File: src/rtl/int_ctrl_arb.sv
// Interrupt controller: synchronises and latches interrupt sources, arbitrates by
// fixed priority and merges the winning request with the EX-stage exception.
module int_ctrl_arb #(
  parameter int                           NUM_SRC     = 3,
  parameter int                           CAUSE_W     = 5,
  parameter logic [NUM_SRC*CAUSE_W-1:0]   CAUSE_TABLE = {5'd7, 5'd3, 5'd11},
  parameter logic [NUM_SRC-1:0]           EDGE_MASK   = '0,
  parameter int                           SYNC_STAGES = 2
) (
  input  logic               clk,
  input  logic               rst_n,
  input  logic [NUM_SRC-1:0] irq_i,
  input  logic [NUM_SRC-1:0] irq_en_i,
  input  logic               glb_en_i,
  input  logic               inst_valid_i,
  input  logic               ex_exception_flag_i,
  input  logic [CAUSE_W-1:0] ex_exception_cause_i,
  input  logic               trap_taken_i,
  input  logic               trap_ret_i,
  output logic               ex_exception_flag_o,
  output logic [CAUSE_W-1:0] ex_exception_cause_o,
  output logic [NUM_SRC-1:0] int_pending_o,
  output logic               in_service_o
);

  localparam int IDX_W = (NUM_SRC > 1) ? $clog2(NUM_SRC) : 1;

  typedef enum logic [1:0] {IDLE, REQ, SERVICE} state_t;

  state_t             state;
  logic [IDX_W-1:0]   lat_idx;
  logic [CAUSE_W-1:0] lat_cause;
  logic [NUM_SRC-1:0] irq_s;
  logic [NUM_SRC-1:0] irq_prev;
  logic [NUM_SRC-1:0] edge_pend;
  logic [NUM_SRC-1:0] edge_clr;
  logic [NUM_SRC-1:0] pend;
  logic [NUM_SRC-1:0] eligible;
  logic               any_elig;
  logic [IDX_W-1:0]   win_idx;
  logic [CAUSE_W-1:0] win_cause;
  logic               req;

  generate
    if (SYNC_STAGES == 0) begin : g_nosync
      assign irq_s = irq_i;
    end else begin : g_sync
      logic [NUM_SRC-1:0] sync_q [SYNC_STAGES];
      always_ff @(posedge clk or negedge rst_n) begin
        if (!rst_n) begin
          for (int i = 0; i < SYNC_STAGES; i++) sync_q[i] <= '0;
        end else begin
          sync_q[0] <= irq_i;
          for (int i = 1; i < SYNC_STAGES; i++) sync_q[i] <= sync_q[i-1];
        end
      end
      assign irq_s = sync_q[SYNC_STAGES-1];
    end
  endgenerate

  // An edge-latched bit is only released once its own interrupt has been taken.
  always_comb begin
    edge_clr = '0;
    for (int k = 0; k < NUM_SRC; k++)
      edge_clr[k] = (state == REQ) && trap_taken_i && (lat_idx == IDX_W'(k));
  end

  always_ff @(posedge clk or negedge rst_n) begin
    if (!rst_n) begin
      irq_prev  <= '0;
      edge_pend <= '0;
    end else begin
      irq_prev <= irq_s;
      for (int k = 0; k < NUM_SRC; k++) begin
        if (EDGE_MASK[k])
          edge_pend[k] <= (irq_s[k] & ~irq_prev[k]) | (edge_pend[k] & ~edge_clr[k]);
        else
          edge_pend[k] <= 1'b0;
      end
    end
  end

  assign pend     = (EDGE_MASK & edge_pend) | (~EDGE_MASK & irq_s);
  assign eligible = pend & irq_en_i & {NUM_SRC{glb_en_i}};
  assign any_elig = |eligible;

  always_comb begin
    win_idx = '0;
    for (int k = NUM_SRC - 1; k >= 0; k--)
      if (eligible[k]) win_idx = IDX_W'(k);
  end

  assign win_cause = CAUSE_TABLE[int'(win_idx) * CAUSE_W +: CAUSE_W];

  // A coincident trap_taken beats withdraw and re-arbitration.
  always_ff @(posedge clk or negedge rst_n) begin
    if (!rst_n) begin
      state     <= IDLE;
      lat_idx   <= '0;
      lat_cause <= '0;
    end else begin
      case (state)
        IDLE: begin
          if (any_elig) begin
            lat_idx   <= win_idx;
            lat_cause <= win_cause;
            state     <= REQ;
          end
        end
        REQ: begin
          if (trap_taken_i) begin
            state <= SERVICE;
          end else if (!any_elig) begin
            state <= IDLE;
          end else if (win_idx != lat_idx) begin
            lat_idx   <= win_idx;
            lat_cause <= win_cause;
          end
        end
        SERVICE: begin
          if (trap_ret_i) state <= IDLE;
        end
        default: state <= IDLE;
      endcase
    end
  end

  assign req                  = (state == REQ);
  assign ex_exception_flag_o  = rst_n & inst_valid_i & (ex_exception_flag_i | req);
  assign ex_exception_cause_o = !rst_n ? '0 : (req ? lat_cause : ex_exception_cause_i);
  assign int_pending_o        = pend & {NUM_SRC{rst_n}};
  assign in_service_o         = (state == SERVICE);

endmodule

File: config.mk
export PLATFORM = sky130hd
export DESIGN_NAME = int_ctrl_arb
export DESIGN_NICKNAME = d
export VERILOG_FILES = /design/src/rtl/int_ctrl_arb.sv
export SDC_FILE = /design/constraint.sdc
export NUM_CORES = 1
export LEC_CHECK = 0
export BUFFER_PORTS_ARGS = -buffer_cell sky130_fd_sc_hd__buf_2
export CORE_MARGIN = 2
export CORE_UTILIZATION = 41
export CTS_CLUSTER_SIZE = 40
export DETAILED_ROUTE_END_ITERATION = 12
export HOLD_SLACK_MARGIN = 0.03
export PLACE_DENSITY_LB_ADDON = 0.3
export SLEW_MARGIN = 20
export SYNTH_ARGS = -nofsm -noshare
export SYNTH_HDL_FRONTEND = slang
export SYNTH_SLANG_ARGS = --single-unit
File: constraint.sdc
create_clock -name clk -period 1.5 [get_ports clk]
set_input_delay 0 -clock clk [delete_from_list [all_inputs] [get_ports clk]]
set_output_delay 0 -clock clk [all_outputs]
set_load 0.03 [all_outputs]
Word-level counts from Yosys, hierarchy flattened
Cells that the tools add are included.
{"block": "op_classes", "n_mux": 20, "n_eq_ne": 9, "bitwise_logic": 6, "reduce_logical": 5, "n_mul": 1, "shifts": 1}
{"operator": "$mux W5", "count": 6}
{"operator": "$mux W2", "count": 11}
{"operator": "$shiftx A15 B6 Y5 const A", "count": 1}
{"operator": "$pmux W5 S2", "count": 1}
{"operator": "$and A3 B3 Y3", "count": 3}
{"operator": "$ne A2 B2 Y1 const B", "count": 4}
{"operator": "$pmux W2 S3", "count": 1}
{"operator": "$mul A2 B3 Y5 const B", "count": 1}
{"operator": "$reduce_and A5 Y1", "count": 1}
{"operator": "$pmux W2 S2", "count": 1}
{"operator": "$ne A3 B3 Y1 const B", "count": 1}
{"operator": "$reduce_and A3 Y1", "count": 1}
{"operator": "$reduce_or A3 Y1", "count": 1}
{"operator": "$and A1 B1 Y1", "count": 2}
{"operator": "$eq A2 B1 Y1 const B", "count": 1}
{"operator": "$eq A2 B2 Y1 const B", "count": 1}
{"operator": "$logic_not A2 Y1", "count": 1}
{"operator": "$ne A2 B1 Y1 const B", "count": 1}
{"operator": "$ne A2 B2 Y1", "count": 1}
{"operator": "$reduce_bool A2 Y1", "count": 1}
{"operator": "$or A1 B1 Y1", "count": 1}
{"block": "word_totals", "in_bits": 18, "reg_bits": 15, "output_inout_bits": 10, "wordCells": 47}

Logic depth before layout (Yosys ltp)
{"block": "logic_depth", "depth_word": 11, "mapped_depth": 5, "ltp_nobuf": 5}

Least setup slack after synthesis
No wires, ideal clock.
{"block": "synth_path", "path_kind": "reg-to-reg", "startpoint": "register state[0]", "endpoint": "register lat_cause[2]", "path_stages_with_launch": 5, "n_path_buf": 0, "arrival_ps": 1341, "required_ps": 1375, "period_less_slack_ps": 1466, "setup_time_ps": 125, "setup_slack_ps": 34, "path_cell_list": "dfrtp_1 -> nor2_1 -> nor3b_2 -> a211oi_4 -> mux2_4"}
{"block": "synth_between", "elab_chain_cells": 3, "elab_cells_between_ends": 9, "cone_classes": "eq/ne: 5; mux: 1; reduce/logical: 3"}
{"item": "start, declared", "line_no": "30", "source": "state_t state;"}
{"item": "start signal, assigned", "line_no": "98", "source": "state <= IDLE;"}
{"item": "start signal, assigned", "line_no": "107", "source": "state <= REQ;"}
{"item": "start signal, assigned", "line_no": "112", "source": "state <= SERVICE;"}
{"item": "$eq A2 B1 Y1 / $logic_not A2 Y1 (equally long branches)", "line_no": "102", "source": "case (state)"}
{"item": "$ne A2 B1 Y1 (no line) (tied with other cells)"}
{"item": "$reduce_and A5 Y1 (no line)"}
{"item": "end signal, assigned", "line_no": "106", "source": "lat_cause <= win_cause;"}
{"item": "end signal, assigned", "line_no": "117", "source": "lat_cause <= win_cause;"}
{"item": "end, declared", "line_no": "32", "source": "logic [CAUSE_W-1:0] lat_cause;"}
Parallel ways exist; a longest one is shown, timed or not.
A chain may end at the register's enable or synchronous reset.

Final worst setup path
{"block": "layout_path", "startpoint": "register g_sync.sync_q, in the netlist irq_s[1]", "endpoint": "register lat_cause[2]"}
{"block": "layout_between", "elab_chain_cells": 10, "elab_cells_between_ends": 17, "cone_classes": "mul: 1; eq/ne: 4; shift: 1; mux: 7; bitwise: 2; reduce/logical: 2"}
{"item": "start, declared", "line_no": "48", "source": "logic [NUM_SRC-1:0] sync_q [SYNC_STAGES];"}
{"item": "$and A3 B3 Y3 (*) (2 in series)", "line_no": "84", "source": "assign eligible = pend & irq_en_i & {NUM_SRC{glb_en_i}};"}
{"item": "$mux W2 (2 in series)", "line_no": "90", "source": "if (eligible[k]) win_idx = IDX_W'(k);"}
{"item": "$mul A2 B3 Y5", "line_no": "93", "source": "assign win_cause = CAUSE_TABLE[int'(win_idx) * CAUSE_W +: CAUSE_W];"}
{"item": "$shiftx A15 B6 Y5", "line_no": "93"}
{"item": "$mux W5", "line_no": "115", "source": "end else if (win_idx != lat_idx) begin"}
{"item": "$mux W5", "line_no": "113", "source": "end else if (!any_elig) begin"}
{"item": "$mux W5", "line_no": "111", "source": "if (trap_taken_i) begin"}
{"item": "$pmux W5 S2", "line_no": "102"}
Every way passes the cells marked *; elsewhere a longest branch is shown, timed or not. The select of a mux whose other input is x is not followed.

==> impl_metrics.json <==
{
  "outcome": "finished, final reports clean",
  "reg2reg_depth": 5,
  "crit_fanout": 4,
  "synth-simple-area-share_pct": 26.7,
  "die_h_um": 44.7,
  "fillCellCount": 120,
  "place_hpwl_um": 1090,
  "critPathSlowestCell": "dfrtp_1",
  "finalPower_mw": 0.868,
  "clockRootBuffer": "clkbuf_4",
  "end_kind": "register",
  "peakVddDrop_mv": 0.536,
  "synth_compound_area_share_pct": 17.5,
  "hold_viol_final": 0,
  "clk_latency_ns": 0.27,
  "min_period_ns": 1.48,
  "arrival_ns": 1.63,
  "maxSlewViolCount": 0,
  "synth.top_cell.area_share_pct": 47.8,
  "dr_total_vias": 584,
  "core_um2": 1520,
  "synthCells": 60,
  "htreeDepth": 1,
  "critPathLaunchType": "register",
  "yosysTopAreaCell": "dfrtp_1",
  "track_usage_pct": 15.5,
  "skew_ns": 0.00595,
  "fin_crit_sh_pct": 98.4,
  "diodes": 0,
  "p_per_area_nw_per_um2": 858,
  "grt_pass1_vias": 544,
  "avgViaCountPerCell": 4.87,
  "crit_path_frequent_cell": "nand2_2",
  "synth_top_family_by_area": "simple AND/OR/NAND/NOR gates",
  "crit_chain": "nand2_2, nand2_2, a2111oi_4, a211oi_4, mux2_4",
  "numCtsBuffers": 3,
  "synth_area_leaders": "dfrtp_1 48%, nand2_1 5.5%, a21boi_0 4.4%",
  "drv_cap": 0,
  "first_pass_iters": 3,
  "leakagePower_nw": 0.518,
  "synthAdderAreaFrac_pct": 0,
  "grt.overflow.total": 0,
  "die_w_um": 44.7,
  "min_path_type": "in -> reg",
  "antenna_found_initial": 0,
  "netlist_area_um2": 681,
  "worst_ep_required_time_ns": 1.66,
  "setup-tns-final_ns": 0,
  "syn_to_final_growth_pct": 48.7,
  "clk_pin_slew_ns": 0.08,
  "ys_types": 27,
  "rsz0062_at_grt": "yes",
  "drcViolationCount": 0,
  "syn_nets": 78,
  "slowest_delay_ns": 0.42,
  "drtAntennaViolNets": 0,
  "cts_sinks": 13,
  "drive_gt1_share_pct": 53.8,
  "synthMuxAreaShare_pct": 5.88,
  "fin_util_pct": 66.4,
  "row_count": 14,
  "cts_tree": "built",
  "placed_cell_area_um2": 873,
  "initial_utilization_pct": 44.7,
  "nets": 123,
  "clock_path_buffers": 2,
  "die_area_um2": 2000,
  "synth_xor_area_share_pct": 0,
  "synth.avg_cell_area_um2": 11.3,
  "drt_iter0_drc": 3,
  "yosysWarnings": 0,
  "drt-total-wl_um": 1440,
  "crit_type": "reg -> reg",
  "synth_seq_cells": 13,
  "timing.max_slew.rel_slack_pct": 74.3,
  "ys_seq_area_share_pct": 47.8,
  "hold-path-cell-count": 3,
  "setup_viol": 0,
  "num_io_pins": 28,
  "fmax_mhz": 677,
  "finish.instance_area_um2": 1010,
  "tightestPinTransition_ns": 0.385,
  "io_buffers": 27,
  "grt_pass1_wl_um": 2200,
  "routabilityCongestion": 0.778,
  "routedWlPerCell_um": 12.0,
  "grt_max_degree": 23
}
## cells by family after synthesis
logic type,after synthesis
buf+inv,4
flops,13
compound gates,12
simple gates,28
mux,3
## stage by stage
stage	setup WS, ns	std cells	hold slack (ns)
5_1_grt	-0.0672	120	0.114
3_5_place_dp	-0.0596	108	-0.0536
3_3_place_gp	-0.00824	108	-0.0616
4_1_cts	-0.0142	118	0.0858
6_report	0.0237	120	0.108
2_1_floorplan	0.0335	60	-0.296
## worst max-delay path, delay by kind of cell, from the launching register on
family          cells  cell delay [ns]
flops               1             0.42
compound gates      2             0.44
mux                 1             0.31
simple gates        2             0.20
## Yosys cell counts (all sizes together)
cell type / count
a22o: 1
dfrtp: 13
o21ai: 2
nand2: 13
nor2b: 2
a2111oi: 1
nand4: 1
a21oi: 1
mux2: 2
and2: 3
nand4b: 1
and3: 1
inv: 4
mux2i: 1
a21boi: 4
nor3b: 2
a211oi: 1
and3b: 1
nand3: 1
o211a: 1
nand2b: 1
nor2: 1
or2: 1
o31ai: 1
## final cells by class
type                    instances  area [um^2]  share of cell area, %
multi-input cells              43          372                   36.7
inverters                       4         15.0                   1.48
repair buffers                 40          253                   25.0
clock buffers                   3         22.5                   2.22
clock inverters                 1         5.00                  0.494
flip-flops and latches         13          325                   32.1
well taps                      16         20.0                   1.98
## cells in the final DEF (no fill, tap or decap), drive strengths merged
cell type	Yosys	layout
mux2i	1	1
nand2	13	13
a22o	1	1
dfrtp	13	13
nand4b	1	1
o211a	1	1
a2111oi	1	1
dlygate4sd3	0	6
o31ai	1	1
o21ai	2	2
buf	0	34
a211oi	1	1
clkbuf	0	3
a21boi	4	4
or2	1	1
nor3b	2	2
a21oi	1	1
and3b	1	1
nand2b	1	1
mux2	2	2
and3	1	1
clkinv	0	1
and2	3	3
nand3	1	1
nor2b	2	2
nand4	1	1
nor2	1	1
inv	4	4
## final timing paths
path	start	end	slack (ns)
worst max-delay path	irq_s[1]$_DFF_PN0_	lat_cause[2]$_DFFE_PN0P_	0.02
min in group asynchronous	rst_n	g_sync.sync_q[3]$_DFF_PN0_	0.17
worst max register to register	irq_s[1]$_DFF_PN0_	lat_cause[2]$_DFFE_PN0P_	0.02
worst min-delay path	glb_en_i	lat_idx[0]$_DFFE_PN0P_	0.11
worst min register to register	g_sync.sync_q[5]$_DFF_PN0_	irq_s[2]$_DFF_PN0_	0.35
max in group asynchronous	rst_n	lat_idx[1]$_DFFE_PN0P_	1.04
## metal layers
layer	global-route usage (%)	wire length, um
met1	19.1	604
met2	26.7	771
met3	3.60	50
met4	5.45	19
met5	0	0
## power breakdown
| group | total, mW | internal, mW | leakage (nW) | switching (mW) |
|---|---|---|---|---|
| sequential | 0.397 | 0.377 | 0.156 | 0.0201 |
| clock | 0.208 | 0.0987 | 0.0177 | 0.109 |
| combinational | 0.263 | 0.123 | 0.345 | 0.140 |
## repair_timing
| item | in CTS | in global routing |
|---|---|---|
| resized for setup | 5 | 8 |
| hold buffers | 6 | 0 |
| setup buffers | 0 | 2 |
| endpoints found under the hold margin | 17 | 0 |
| endpoints found under the setup margin | 7 | 7 |
| pin swaps | 2 | 5 |
## registers in the layout (all words and copies together) (netlist names)
register / flops
g_sync.sync_q: 3
irq_s: 3
lat_cause: 3
lat_idx: 2
state: 2
Note: power is estimated with default switching activity, not from simulation.
